--- src/rtl/dspuva_io_pkg.sv ---
// Shared constants for the DSPuva16 I/O-port responder: register offsets,
// STATUS/CTRL bit positions and the stored control-register layout.
package dspuva_io_pkg;

    localparam logic [1:0] OFF_DATA    = 2'd0;
    localparam logic [1:0] OFF_STATUS  = 2'd1;
    localparam logic [1:0] OFF_CTRL    = 2'd2;
    localparam logic [1:0] OFF_SCRATCH = 2'd3;

    localparam int ST_TXCNT_LSB = 0;
    localparam int ST_RXCNT_LSB = 4;
    localparam int ST_TX_FULL   = 8;
    localparam int ST_RX_EMPTY  = 9;
    localparam int ST_TXOVF     = 10;
    localparam int ST_RXUNF     = 11;

    localparam int CTRL_TX_EN    = 0;
    localparam int CTRL_RX_EN    = 1;
    localparam int CTRL_LOOP     = 2;
    localparam int CTRL_TX_FLUSH = 3;
    localparam int CTRL_RX_FLUSH = 4;

    typedef struct packed {
        logic loop;
        logic rx_en;
        logic tx_en;
    } ctrl_t;

endpackage

--- src/rtl/dspuva_io_port_fifo.sv ---
// Synchronous FIFO used for both the TX and RX queues of the I/O port.
// Push to a full FIFO is accepted only when a pop happens in the same cycle.
module dspuva_sync_fifo #(
    parameter int WIDTH = 24,
    parameter int DEPTH = 8
) (
    input  logic                     i_clk,
    input  logic                     i_reset,
    input  logic                     i_push,
    input  logic                     i_pop,
    input  logic                     i_flush,
    input  logic [WIDTH-1:0]         i_data,
    output logic                     o_full,
    output logic                     o_empty,
    output logic [$clog2(DEPTH):0]   o_count,
    output logic [WIDTH-1:0]         o_head
);

    localparam int AW = $clog2(DEPTH);

    logic [WIDTH-1:0] r_mem [DEPTH];
    logic [AW-1:0]    r_wptr;
    logic [AW-1:0]    r_rptr;
    logic [AW:0]      r_count;
    logic             w_pop;
    logic             w_push;

    assign o_empty = (r_count == '0);
    assign o_full  = (r_count == (AW+1)'(DEPTH));
    assign o_count = r_count;
    assign o_head  = o_empty ? '0 : r_mem[r_rptr];

    // When full, a simultaneous pop frees the slot the push writes into.
    assign w_pop  = i_pop & ~o_empty & ~i_flush;
    assign w_push = i_push & (~o_full | w_pop) & ~i_flush;

    always_ff @(posedge i_clk) begin
        if (i_reset || i_flush) begin
            r_wptr  <= '0;
            r_rptr  <= '0;
            r_count <= '0;
        end else begin
            if (w_push) r_wptr <= r_wptr + 1'b1;
            if (w_pop)  r_rptr <= r_rptr + 1'b1;
            r_count <= r_count + {{AW{1'b0}}, w_push} - {{AW{1'b0}}, w_pop};
        end
    end

    always_ff @(posedge i_clk) begin
        if (w_push && !i_reset) r_mem[r_wptr] <= i_data;
    end

endmodule

--- src/rtl/dspuva_io_port.sv ---
// DSPuva16 IOR/IOW responder: DATA/STATUS/CTRL/SCRATCH window at BASE with
// TX and RX FIFOs bridging the port bus to valid/ready streams.
module dspuva_io_port
    import dspuva_io_pkg::*;
#(
    parameter logic [7:0] BASE  = 8'h10,
    parameter int         DEPTH = 8
) (
    input  logic        i_clk,
    input  logic        i_reset,
    input  logic [7:0]  i_port,
    input  logic        i_ior,
    input  logic        i_iow,
    input  logic [23:0] i_dout24,
    output logic [23:0] o_din,
    output logic        o_sel,
    output logic [23:0] o_txd,
    output logic        o_txv,
    input  logic        i_txr,
    input  logic [23:0] i_rxd,
    input  logic        i_rxv,
    output logic        o_rxr
);

    localparam int CW = $clog2(DEPTH) + 1;

    ctrl_t       r_ctrl;
    logic        r_txovf;
    logic        r_rxunf;
    logic [23:0] r_scratch;
    logic [23:0] r_din;

    logic [1:0]  w_off;
    logic        w_wr;
    logic        w_rd;
    logic        w_ctrl_wr;
    logic        w_st_wr;
    logic        w_data_rd;
    logic        w_tx_flush;
    logic        w_rx_flush;
    logic        w_tx_push;
    logic        w_tx_pop;
    logic        w_tx_full;
    logic        w_tx_empty;
    logic [CW-1:0] w_tx_cnt;
    logic [23:0] w_tx_head;
    logic        w_loop_push;
    logic        w_rx_push;
    logic        w_rx_pop;
    logic [23:0] w_rx_wdata;
    logic        w_rx_full;
    logic        w_rx_empty;
    logic [CW-1:0] w_rx_cnt;
    logic [23:0] w_rx_head;
    logic        w_ovf_set;
    logic        w_unf_set;
    logic [23:0] w_status;
    logic [23:0] w_rdata;

    assign o_sel     = (i_port[7:2] == BASE[7:2]);
    assign w_off     = i_port[1:0];
    assign w_wr      = i_iow & o_sel;
    assign w_rd      = i_ior & o_sel;
    assign w_ctrl_wr = w_wr & (w_off == OFF_CTRL);
    assign w_st_wr   = w_wr & (w_off == OFF_STATUS);
    assign w_data_rd = w_rd & (w_off == OFF_DATA);

    assign w_tx_flush = w_ctrl_wr & i_dout24[CTRL_TX_FLUSH];
    assign w_rx_flush = w_ctrl_wr & i_dout24[CTRL_RX_FLUSH];

    // In loopback the TX queue drains internally and the stream stays idle.
    assign o_txv     = r_ctrl.tx_en & ~r_ctrl.loop & ~w_tx_empty;
    assign o_txd     = w_tx_head;
    assign w_tx_push = w_wr & (w_off == OFF_DATA);
    assign w_tx_pop  = r_ctrl.loop ? (r_ctrl.tx_en & ~w_tx_empty) : (o_txv & i_txr);

    assign w_loop_push = r_ctrl.loop & w_tx_pop & ~w_tx_flush;
    assign o_rxr       = r_ctrl.rx_en & ~r_ctrl.loop & ~w_rx_full;
    assign w_rx_push   = r_ctrl.loop ? w_loop_push : (i_rxv & o_rxr);
    assign w_rx_wdata  = r_ctrl.loop ? w_tx_head : i_rxd;
    assign w_rx_pop    = w_data_rd & ~w_rx_empty;

    assign w_ovf_set = w_tx_push & w_tx_full & ~w_tx_pop & ~w_tx_flush;
    assign w_unf_set = w_data_rd & w_rx_empty;

    dspuva_sync_fifo #(.WIDTH(24), .DEPTH(DEPTH)) u_tx_fifo (
        .i_clk   (i_clk),
        .i_reset (i_reset),
        .i_push  (w_tx_push),
        .i_pop   (w_tx_pop),
        .i_flush (w_tx_flush),
        .i_data  (i_dout24),
        .o_full  (w_tx_full),
        .o_empty (w_tx_empty),
        .o_count (w_tx_cnt),
        .o_head  (w_tx_head)
    );

    dspuva_sync_fifo #(.WIDTH(24), .DEPTH(DEPTH)) u_rx_fifo (
        .i_clk   (i_clk),
        .i_reset (i_reset),
        .i_push  (w_rx_push),
        .i_pop   (w_rx_pop),
        .i_flush (w_rx_flush),
        .i_data  (w_rx_wdata),
        .o_full  (w_rx_full),
        .o_empty (w_rx_empty),
        .o_count (w_rx_cnt),
        .o_head  (w_rx_head)
    );

    always_ff @(posedge i_clk) begin
        if (i_reset) begin
            r_ctrl    <= '0;
            r_scratch <= '0;
            r_txovf   <= 1'b0;
            r_rxunf   <= 1'b0;
        end else begin
            if (w_ctrl_wr) begin
                r_ctrl.tx_en <= i_dout24[CTRL_TX_EN];
                r_ctrl.rx_en <= i_dout24[CTRL_RX_EN];
                r_ctrl.loop  <= i_dout24[CTRL_LOOP];
            end
            if (w_wr && (w_off == OFF_SCRATCH)) r_scratch <= i_dout24;
            // A set in the same cycle as a write-1-to-clear wins.
            if (w_ovf_set)                         r_txovf <= 1'b1;
            else if (w_st_wr && i_dout24[ST_TXOVF]) r_txovf <= 1'b0;
            if (w_unf_set)                         r_rxunf <= 1'b1;
            else if (w_st_wr && i_dout24[ST_RXUNF]) r_rxunf <= 1'b0;
        end
    end

    always_comb begin
        w_status = '0;
        w_status[ST_TXCNT_LSB +: 4] = 4'(w_tx_cnt);
        w_status[ST_RXCNT_LSB +: 4] = 4'(w_rx_cnt);
        w_status[ST_TX_FULL]  = w_tx_full;
        w_status[ST_RX_EMPTY] = w_rx_empty;
        w_status[ST_TXOVF]    = r_txovf;
        w_status[ST_RXUNF]    = r_rxunf;
    end

    always_comb begin
        w_rdata = '0;
        if (o_sel) begin
            case (w_off)
                OFF_DATA:   w_rdata = w_rx_head;
                OFF_STATUS: w_rdata = w_status;
                OFF_CTRL: begin
                    w_rdata[CTRL_TX_EN] = r_ctrl.tx_en;
                    w_rdata[CTRL_RX_EN] = r_ctrl.rx_en;
                    w_rdata[CTRL_LOOP]  = r_ctrl.loop;
                end
                default:    w_rdata = r_scratch;
            endcase
        end
    end

    always_ff @(posedge i_clk) begin
        if (i_reset) r_din <= '0;
        else         r_din <= w_rdata;
    end

    assign o_din = r_din;

endmodule

--- config.mk ---
export PLATFORM = sky130hd
export DESIGN_NAME = dspuva_io_port
export DESIGN_NICKNAME = d
export VERILOG_FILES = /design/src/rtl/dspuva_io_pkg.sv /design/src/rtl/dspuva_io_port_fifo.sv /design/src/rtl/dspuva_io_port.sv
export SDC_FILE = /design/constraint.sdc
export NUM_CORES = 1
export LEC_CHECK = 0
export BUFFER_PORTS_ARGS = -buffer_cell sky130_fd_sc_hd__clkbuf_2
export CORE_AREA = 10 10 281 283
export DETAILED_ROUTE_END_ITERATION = 8
export DIE_AREA = 0 0 291 293
export HOLD_SLACK_MARGIN = 0.08
export PLACE_DENSITY = 0.45
export SYNTH_ARGS = -nofsm -noshare
export SYNTH_HDL_FRONTEND = slang
export SYNTH_SLANG_ARGS = --single-unit
export TNS_END_PERCENT = 50
--- constraint.sdc ---
create_clock -name i_clk -period 7.4 [get_ports i_clk]
set_clock_uncertainty 0.2 [all_clocks]
set_input_delay 1.11 -clock i_clk [delete_from_list [all_inputs] [get_ports i_clk]]
set_output_delay 1.11 -clock i_clk [all_outputs]
set_load 0.05 [all_outputs]
==> reports/qor.yml, run 1 <==
drt:
  drt-initial-drc-count: 697
  vias: 9518
  drcViolationCount: 0
  ant_nets: 0
  dr.pass1.iters: 5
  wl_per_cell_um: 22.8
  drt-total-wl_um: 49500
  viasPerCell: 4.38
floorplanning:
  die_h_um: 293
  num_rows: 100
  die-area_mm2: 0.0853
  core_mm2: 0.0736
  boundaryPins: 113
  die_w_um: 291
  start_util_pct: 24.7
finish:
  syn_to_final_growth_pct: 19.6
  multiInputGateArea_mm2: 0.00480
  layout-drive-gt1-share_pct: 32.1
  finalInstanceArea_mm2: 0.0217
  fill_cells: 7353
  seqCellArea_mm2: 0.0131
  fin_nets: 1241
placement:
  place_congestion: 0.750
  port_buffers: 112
  place.detailed.hpwl_um: 32400
  dpl-instance-area_mm2: 0.0200
critical_path:
  reg2reg_setup_slack_ns: 3.59
  crit_type: "reg -> out"
  crit_slowest_cell: "buf_4"
  end_kind: "output pin"
  arrival_ns: 3.14
  cp_data_required_time_ns: 6.09
  worstReg2RegEnd: "u_tx_fifo.r_mem[4][18]"
  r2r_cells: 10
  cp_top_family: "buffers and inverters"
  cp-endpoint: "o_txd[5]"
  regToRegStartpoint: "u_tx_fifo.o_count[2]"
  worst_setup_path_start_kind: "flip-flop"
  cp.depth: 5
  path_max_fanout: 42
  path_buf_inv: 2
  max_stage_delay_ns: 0.69
  crit_chain: "buf_4, mux4_2, mux2i_1, nor2_1, clkbuf_2"
synth:
  synthFlopType: "edfxtp_1"
  synth_most_common_cell: "edfxtp_1"
  ys_types: 40
  netlist_area_mm2: 0.0182
  synth_top_area_cell: "edfxtp_1"
  synth_common_cells: "edfxtp_1 (384), mux4_2 (96), dfxtp_1 (79)"
  yosysWarnings: 0
  synth_edf_count: 384
  ys_seq_area_share_pct: 72.2
  netlist.area_leader.share_pct: 63.5
  synth_fp_nets: 1102
  syn_avg_cell_area_um2: 17.8
  ys_async_sr_fraction_pct: 0
  synth-seq-cells: 463
  synthCells: 1022
  ys_top_cells_by_area: "edfxtp_1 (63%), mux4_2 (12%), dfxtp_1 (8.7%), mux2_2 (3.0%), mux2i_1 (1.6%)"
pwr:
  power.internal_w: 0.00440
  fin_total_pwr_w: 0.00549
  ir_drop_uv: 183
  pwr-share-seq_pct: 51.3
  switching_share_pct: 19.8
  pwr-share-comb_pct: 1.6
  p_leak_nw: 6.84
  clockPowerShare_pct: 47.1
  power.density_mw_per_mm2: 253
  switching_power_w: 0.00109
sta:
  relSlewSlack_pct: 25.2
  rsz0062_at_grt: "false"
  hold_viol_final: 0
  fmax_mhz: 225
  worst_hold_slack_ns: 0.253
  final.setup.tns_ns: 0
  setup_violations: 0
  tightest_slew_ns: 1.12
  finalCriticalPeriod_ns: 4.45
  finalCritPeriodShare_pct: 60.1
  report.final.slew_viol_count: 0
global_routing:
  grt_pass1_wl_um: 72500
  grt_overflow: 0
  grt_usage_pct: 11.5
  antenna_found_initial: 4
  grt_pass1_vias: 10158
  grt_max_degree: 49
clock_network:
  clock_latency_ns: 0.59
  clock-sinks: 463
  cts_tree: "yes"
  cts_setup_buffers: 0
  path_clk_slew_ns: 0.06
  cts_resized: 0
  htreeDepth: 2
  max-clock-path-buffers: 3
  cts_made_buffers: 50
  cts_hold_buf: 0
  cts-root-buf: "clkbuf_16"
worst_hold_path:
  min_path_type: "reg -> reg"
flow_run:
  drv_cap: 0
outcome:
  outcome: "finished clean"
[kinds of logic after synthesis]
| family | count (synthesis) | synth area share [%] |
|---|---|---|
| compound gates | 93 | 2.93 |
| buf+inv | 75 | 1.65 |
| simple gates | 190 | 4.93 |
| xor+xnor | 9 | 0.434 |
| mux | 174 | 16.5 |
| fa+ha+maj | 18 | 1.32 |
| flops | 463 | 72.2 |
[flip-flops by register name, summed over array words and instances (netlist names), named ones only]
name / cells
u_rx_fifo.r_wptr: 3
u_tx_fifo.r_wptr: 3
r_ctrl: 3
u_rx_fifo.o_count: 4
o_din: 24
r_scratch: 24
u_rx_fifo.r_mem: 192
r_txovf: 1
u_tx_fifo.r_mem: 192
r_rxunf: 1
u_rx_fifo.r_rptr: 3
u_tx_fifo.o_count: 4
u_tx_fifo.r_rptr: 3
[cell usage in the layout (no fill, tap or decap), types with 3 or more instances in the layout]
master / count
mux4_2: 96
a31oi_1: 3
and3_1: 9
clkbuf_8: 5
a21oi_1: 43
nor2b_1: 3
mux2i_1: 29
nor3b_1: 7
clkinv_2: 9
ha_1: 16
edfxtp_1: 384
xor2_1: 3
bufinv_16: 6
a22oi_1: 13
nand4_1: 4
dfxtp_1: 73
dfxtp_2: 4
nor4b_2: 4
clkbuf_16: 53
a21o_1: 4
buf_4: 29
xnor2_1: 6
o21ai_0: 27
nand2_1: 73
mux2_2: 49
inv_1: 21
nor2_2: 3
clkbuf_2: 112
clkbuf_1: 9
nor2_1: 66
clkinv_1: 7
[tightest hold or removal path: cells and delay by family (launching register included)]
kind,cells,cell delay [ns]
flip-flops,1,0.31
AND/OR/NAND/NOR,1,0.05
AO/OA/AOI/OAI,1,0.05
[power by group through the flow]
stage | registers (W) | logic [W] | clock network [W]
2_1_floorplan | 0.00287 | 0.0000294 | 0
3_3_place_gp | 0.00287 | 0.0000900 | 0
3_5_place_dp | 0.00287 | 0.0000918 | 0
4_1_cts | 0.00282 | 0.0000922 | 0.00266
5_1_grt | 0.00281 | 0.0000989 | 0.00277
6_report | 0.00282 | 0.0000895 | 0.00258
[final cells by class]
class | count | area share, %
clock inverter | 27 | 1.34
multi-input combinational | 484 | 22.1
antenna | 1 | 0.0115
sequential | 463 | 60.4
tap | 969 | 5.58
inverter | 21 | 0.363
timing repair buffer | 141 | 3.58
clock buffer | 67 | 6.58
[layer usage]
layer	up-vias	global-route usage, %	part of all wire [%]
met5	-	0	0.10
met2	212	18.2	47
met1	4946	15.7	46
met3	70	2.69	5.1
li1	4282	-	-
met4	8	2.67	1.8
[worst min path at each step]
stage | from | endpoint | cells after the start
2_1_floorplan | r_rxunf | r_rxunf | 2
3_3_place_gp | r_scratch[3] | r_scratch[3] | 2
3_5_place_dp | r_scratch[5] | r_scratch[5] | 2
4_1_cts | r_scratch[5] | r_scratch[5] | 2
5_1_grt | r_scratch[0] | r_scratch[0] | 2
6_report | r_scratch[4] | r_scratch[4] | 2
[through the flow]
| stage | setup WS [ns] | utilization (%) | instances |
|---|---|---|---|
| after floorplan | 1.42 | - | 1022 |
| after global placement | 2.97 | 27.2 | 2078 |
| after detailed placement | 2.85 | 27.2 | 2078 |
| after CTS | 2.80 | 29.5 | 2172 |
| after global routing | 2.74 | 29.5 | 2172 |
| final | 2.95 | 29.5 | 2173 |
(Power assumes the default switching activity.)
==> run 2: changes to the inputs <==
Settings changed: ABC_AREA set to 1, CORE_AREA 10 10 281 283 to 10 10 284 286, DIE_AREA 0 0 291 293 to 0 0 294 296.
Clock period 7.4 ns to 4.6 ns, I/O delays scaled along.
==> run 2 against run 1 <==
Net effect: synthesized area grew 2.6%; critical path depth is 1 higher; cell count is 25% higher; wire length rose by 12%; power increased by 62%; sequential share of layout area fell by 0.96 points; global-route usage rose by 1.0 points; first-iteration DRC count grew 25%; clock-buffer cell count is 11 higher; largest power group unchanged; sequential power is 61% higher; worst hold slack got worse by 0.085 ns; largest cell class unchanged.
==> reports/qor.yml, run 2 <==
clock_network:
  cts_setup_buffers: 0  # unchanged
  cts_hold_buf: 0  # unchanged
  cts_tree: "yes"
  cts-root-buf: "clkbuf_16"
  htreeDepth: 2  # unchanged
  clock-sinks: 463  # unchanged
  cts_made_buffers: 49  # -2.0%
  path_clk_slew_ns: 0.06  # about the same
  max-clock-path-buffers: 3  # unchanged
  clock_latency_ns: 0.60  # about the same
  cts_resized: 0  # unchanged
drt:
  dr.max_layer_used: "met5"
  drt-met1-wl_um: 24500  # +6.9%
  dr_wl_met2_um: 26900  # +17%
  viasPerCell: 4.56  # +4.0%
  drcViolationCount: 0  # unchanged
  drt-initial-drc-count: 872  # +25%
  drt-total-wl_um: 55300  # +12%
  wl_per_cell_um: 20.4  # -11%
  ant_nets: 0  # unchanged
  route.met3.wl_um: 2730  # +8.6%
  vias: 12388  # +30%
  dr.pass1.iters: 5  # unchanged
outcome:
  outcome: "finished clean"
sta:
  finalCritPeriodShare_pct: 82.4
  rsz0062_at_grt: "false"
  relSlewSlack_pct: 34.8  # +9.6 points
  final.setup.tns_ns: 0  # unchanged
  finalCriticalPeriod_ns: 3.79
  fin_ws_ns: 0.812  # -2.14 ns
  fmax_mhz: 264
  tightest_slew_ns: 0.975  # -0.145 ns
  report.final.slew_viol_count: 0  # unchanged
  setup_violations: 0  # unchanged
  hold_viol_final: 0  # unchanged
placement:
  port_buffers: 112  # unchanged
  place_ws_ns: 1.40  # -1.44 ns
  place.detailed.hpwl_um: 35400  # +9.1%
  place_congestion: 0.757  # +1.0%
  placedCellCount: 2627  # +26%
pwr:
  pwr-share-comb_pct: 1.6  # about the same
  power.internal_w: 0.00716  # +63%
  ir_drop_uv: 227  # +24%
  p_leak_nw: 7.37  # +7.7%
  clockPowerShare_pct: 47.5  # +0.4 points
  pwr-share-seq_pct: 50.9  # -0.4 points
  switching_share_pct: 19.7  # -0.16 points
  power.density_mw_per_mm2: 404  # +60%
  switching_power_w: 0.00175  # +61%
critical_path:
  max_stage_delay_ns: 0.79  # +0.10 ns
  path_buf_inv: 2  # unchanged
  end_kind: "output pin"
  cp_data_required_time_ns: 3.71  # -2.38 ns
  arrival_ns: 2.90  # -0.24 ns
  cp_top_family: "flip-flops"
  path_max_fanout: 34  # -19%
  crit_type: "reg -> out"
  regToRegStartpoint: "u_tx_fifo.o_count[2]"
  crit_slowest_cell: "dfxtp_2"
  worst_setup_path_start_kind: "flip-flop"
  crit_chain: "buf_4, o21ai_0, o211ai_1, nand2_1, nor2_1, clkbuf_2"
finish:
  seqCellArea_mm2: 0.0131  # about the same
  syn_to_final_growth_pct: 18.4
  biggestRegsByFlops: "u_rx_fifo.r_mem: 192 flops, u_tx_fifo.r_mem: 192 flops"
  final_util_pct: 29.3  # -0.18 points
  fin_nets: 1780  # +43%
  layout_common_cells: "edfxtp_1 (384), nor2_1 (358), o21ai_0 (203)"
  layout.cells.non_filler: 2719  # +25%
  multiInputGateArea_mm2: 0.00492  # +2.4%
  diodes: 0  # -1
  layout-drive-gt1-share_pct: 17.1  # -15 points
  final_common_cell: "edfxtp_1"
  fill_cells: 7649  # +4.0%
synth:
  yosysWarnings: 0  # unchanged
  synth_fp_nets: 1670  # +52%
  synthMuxAreaShare_pct: 0  # -17 points
  ys_types: 40  # unchanged
  synth_compound_area_share_pct: 11.2  # +8.3 points
  synth_top_area_cell: "edfxtp_1"
  synth_common_cells: "edfxtp_1 (384), nor2_1 (370), o21ai_0 (203)"
  ys_top_cells_by_area: "edfxtp_1 (62%), dfxtp_1 (8.5%), nor2_1 (7.5%), o21ai_0 (5.5%), nand2_1 (3.2%)"
  synthFlopType: "edfxtp_1"
  synth_top_family_by_area: "simple AND/OR/NAND/NOR gates"
  ys_async_sr_fraction_pct: 0  # unchanged
  synthCells: 1590  # +56%
  yosys.area_share.simple_pct: 13.4  # +8.5 points
  netlist_area_mm2: 0.0186  # +2.6%
  synth-seq-cells: 463  # unchanged
  synth_xor_area_share_pct: 0.235  # -0.20 points
  netlist.area_leader.share_pct: 61.9  # -1.6 points
  syn_avg_cell_area_um2: 11.7  # -34%
  synth_most_common_cell: "edfxtp_1"
  ys_seq_area_share_pct: 70.4  # -1.8 points
  synth_fa_ha_area_share_pct: 1.29  # -0.033 points
  synth_edf_count: 384  # unchanged
global_routing:
  grt_pass1_vias: 12342  # +22%
  grt_max_degree: 97  # +98%
  grt_overflow: 0  # unchanged
  antenna_found_initial: 5  # +1
  grt_pass1_wl_um: 81600  # +13%
  grt_usage_pct: 12.5  # +1.0 points
worst_hold_path:
  min_path_type: "in -> reg"
  hold_start: "i_reset"
floorplanning:
  die-area_mm2: 0.0870  # +2.1%
  num_rows: 101  # +1.0%
  core_mm2: 0.0752  # +2.2%
  die_h_um: 296  # +1.0%
  start_util_pct: 24.8  # +0.087 points
  boundaryPins: 113  # unchanged
  die_w_um: 294  # +1.0%
flow_run:
  drv_cap: 0  # unchanged
[run 2: cell count changes in the layout (fill, tap and decap cells not counted), moves of 27 or more]
| cell | previous run | this run |
|---|---|---|
| nor2_1 | 66 | 358 |
| o21ai_0 | 27 | 203 |
| mux4_2 | 96 | 0 |
| nand2_1 | 73 | 157 |
| mux2_2 | 49 | 0 |
| o211ai_1 | 0 | 45 |
| nand3_1 | 2 | 38 |
| nor2_2 | 3 | 35 |
| mux2i_1 | 29 | 0 |
| o221ai_1 | 0 | 27 |
[run 2: cells by family (layout without fill, tap and decap cells)]
| family | Yosys count | after routing |
|---|---|---|
| buf+inv | 141 | 292 |
| fa+ha+maj | 18 | 18 |
| compound gates | 351 | 351 |
| simple gates | 612 | 612 |
| xor+xnor | 5 | 5 |
| flops | 463 | 463 |
[run 2: final timing paths]
path,endpoint,slack (ns),cells after the start
min,r_rxunf,0.17,2
max reg2reg,u_tx_fifo.o_count[2],1.50,13
min reg2reg,r_rxunf,0.27,2
max,o_txd[11],0.81,6
[run 2: stage by stage]
stage / total power, W / hold slack [ns] / area [um^2]
final: 0.00891 / 0.169 / 22100
after floorplan: 0.00467 / 0.233 / 18600
after detailed placement: 0.00477 / 0.263 / 20300
after global placement: 0.00477 / 0.260 / 20300
after global routing: 0.00920 / 0.171 / 22100
after CTS: 0.00903 / 0.149 / 22100
[run 2: routing by layer]
metal	vias to the layer above	GRT usage, %
li1	5892	-
met1	6139	16.1
met2	268	21.2
met3	81	2.48
met4	8	3.16
met5	-	0
[run 2: final cells by class]
cell class	count	area share, %
Clock buffer	78	6.72
Inverter	48	0.822
Sequential cell	463	59.5
Tap cell	978	5.55
Multi-Input combinational cell	986	22.3
Timing Repair Buffer	152	4.02
Clock inverter	14	1.13
[run 2: power groups by stage]
| stage | sequential [W] | clock [W] | combinational (W) |
|---|---|---|---|
| after CTS | 0.00453 | 0.00435 | 0.000145 |
| after detailed placement | 0.00462 | 0 | 0.000145 |
| after global placement | 0.00462 | 0 | 0.000142 |
| after global routing | 0.00453 | 0.00451 | 0.000158 |
| final | 0.00453 | 0.00424 | 0.000143 |
| after floorplan | 0.00462 | 0 | 0.0000479 |
[run 2: worst reg2reg max path: stages (launching register included)]
cell and delay (ns):
dfxtp_1 0.31, inv_1 0.10, ha_1 0.18, nand3_2 0.46
nand2_1 0.28, nor2_2 0.07, nand2_2 0.13, inv_1 0.07
ha_1 0.28, inv_1 0.04, ha_1 0.20, fa_1 0.41
xnor2_1 0.19, nor2_1 0.07
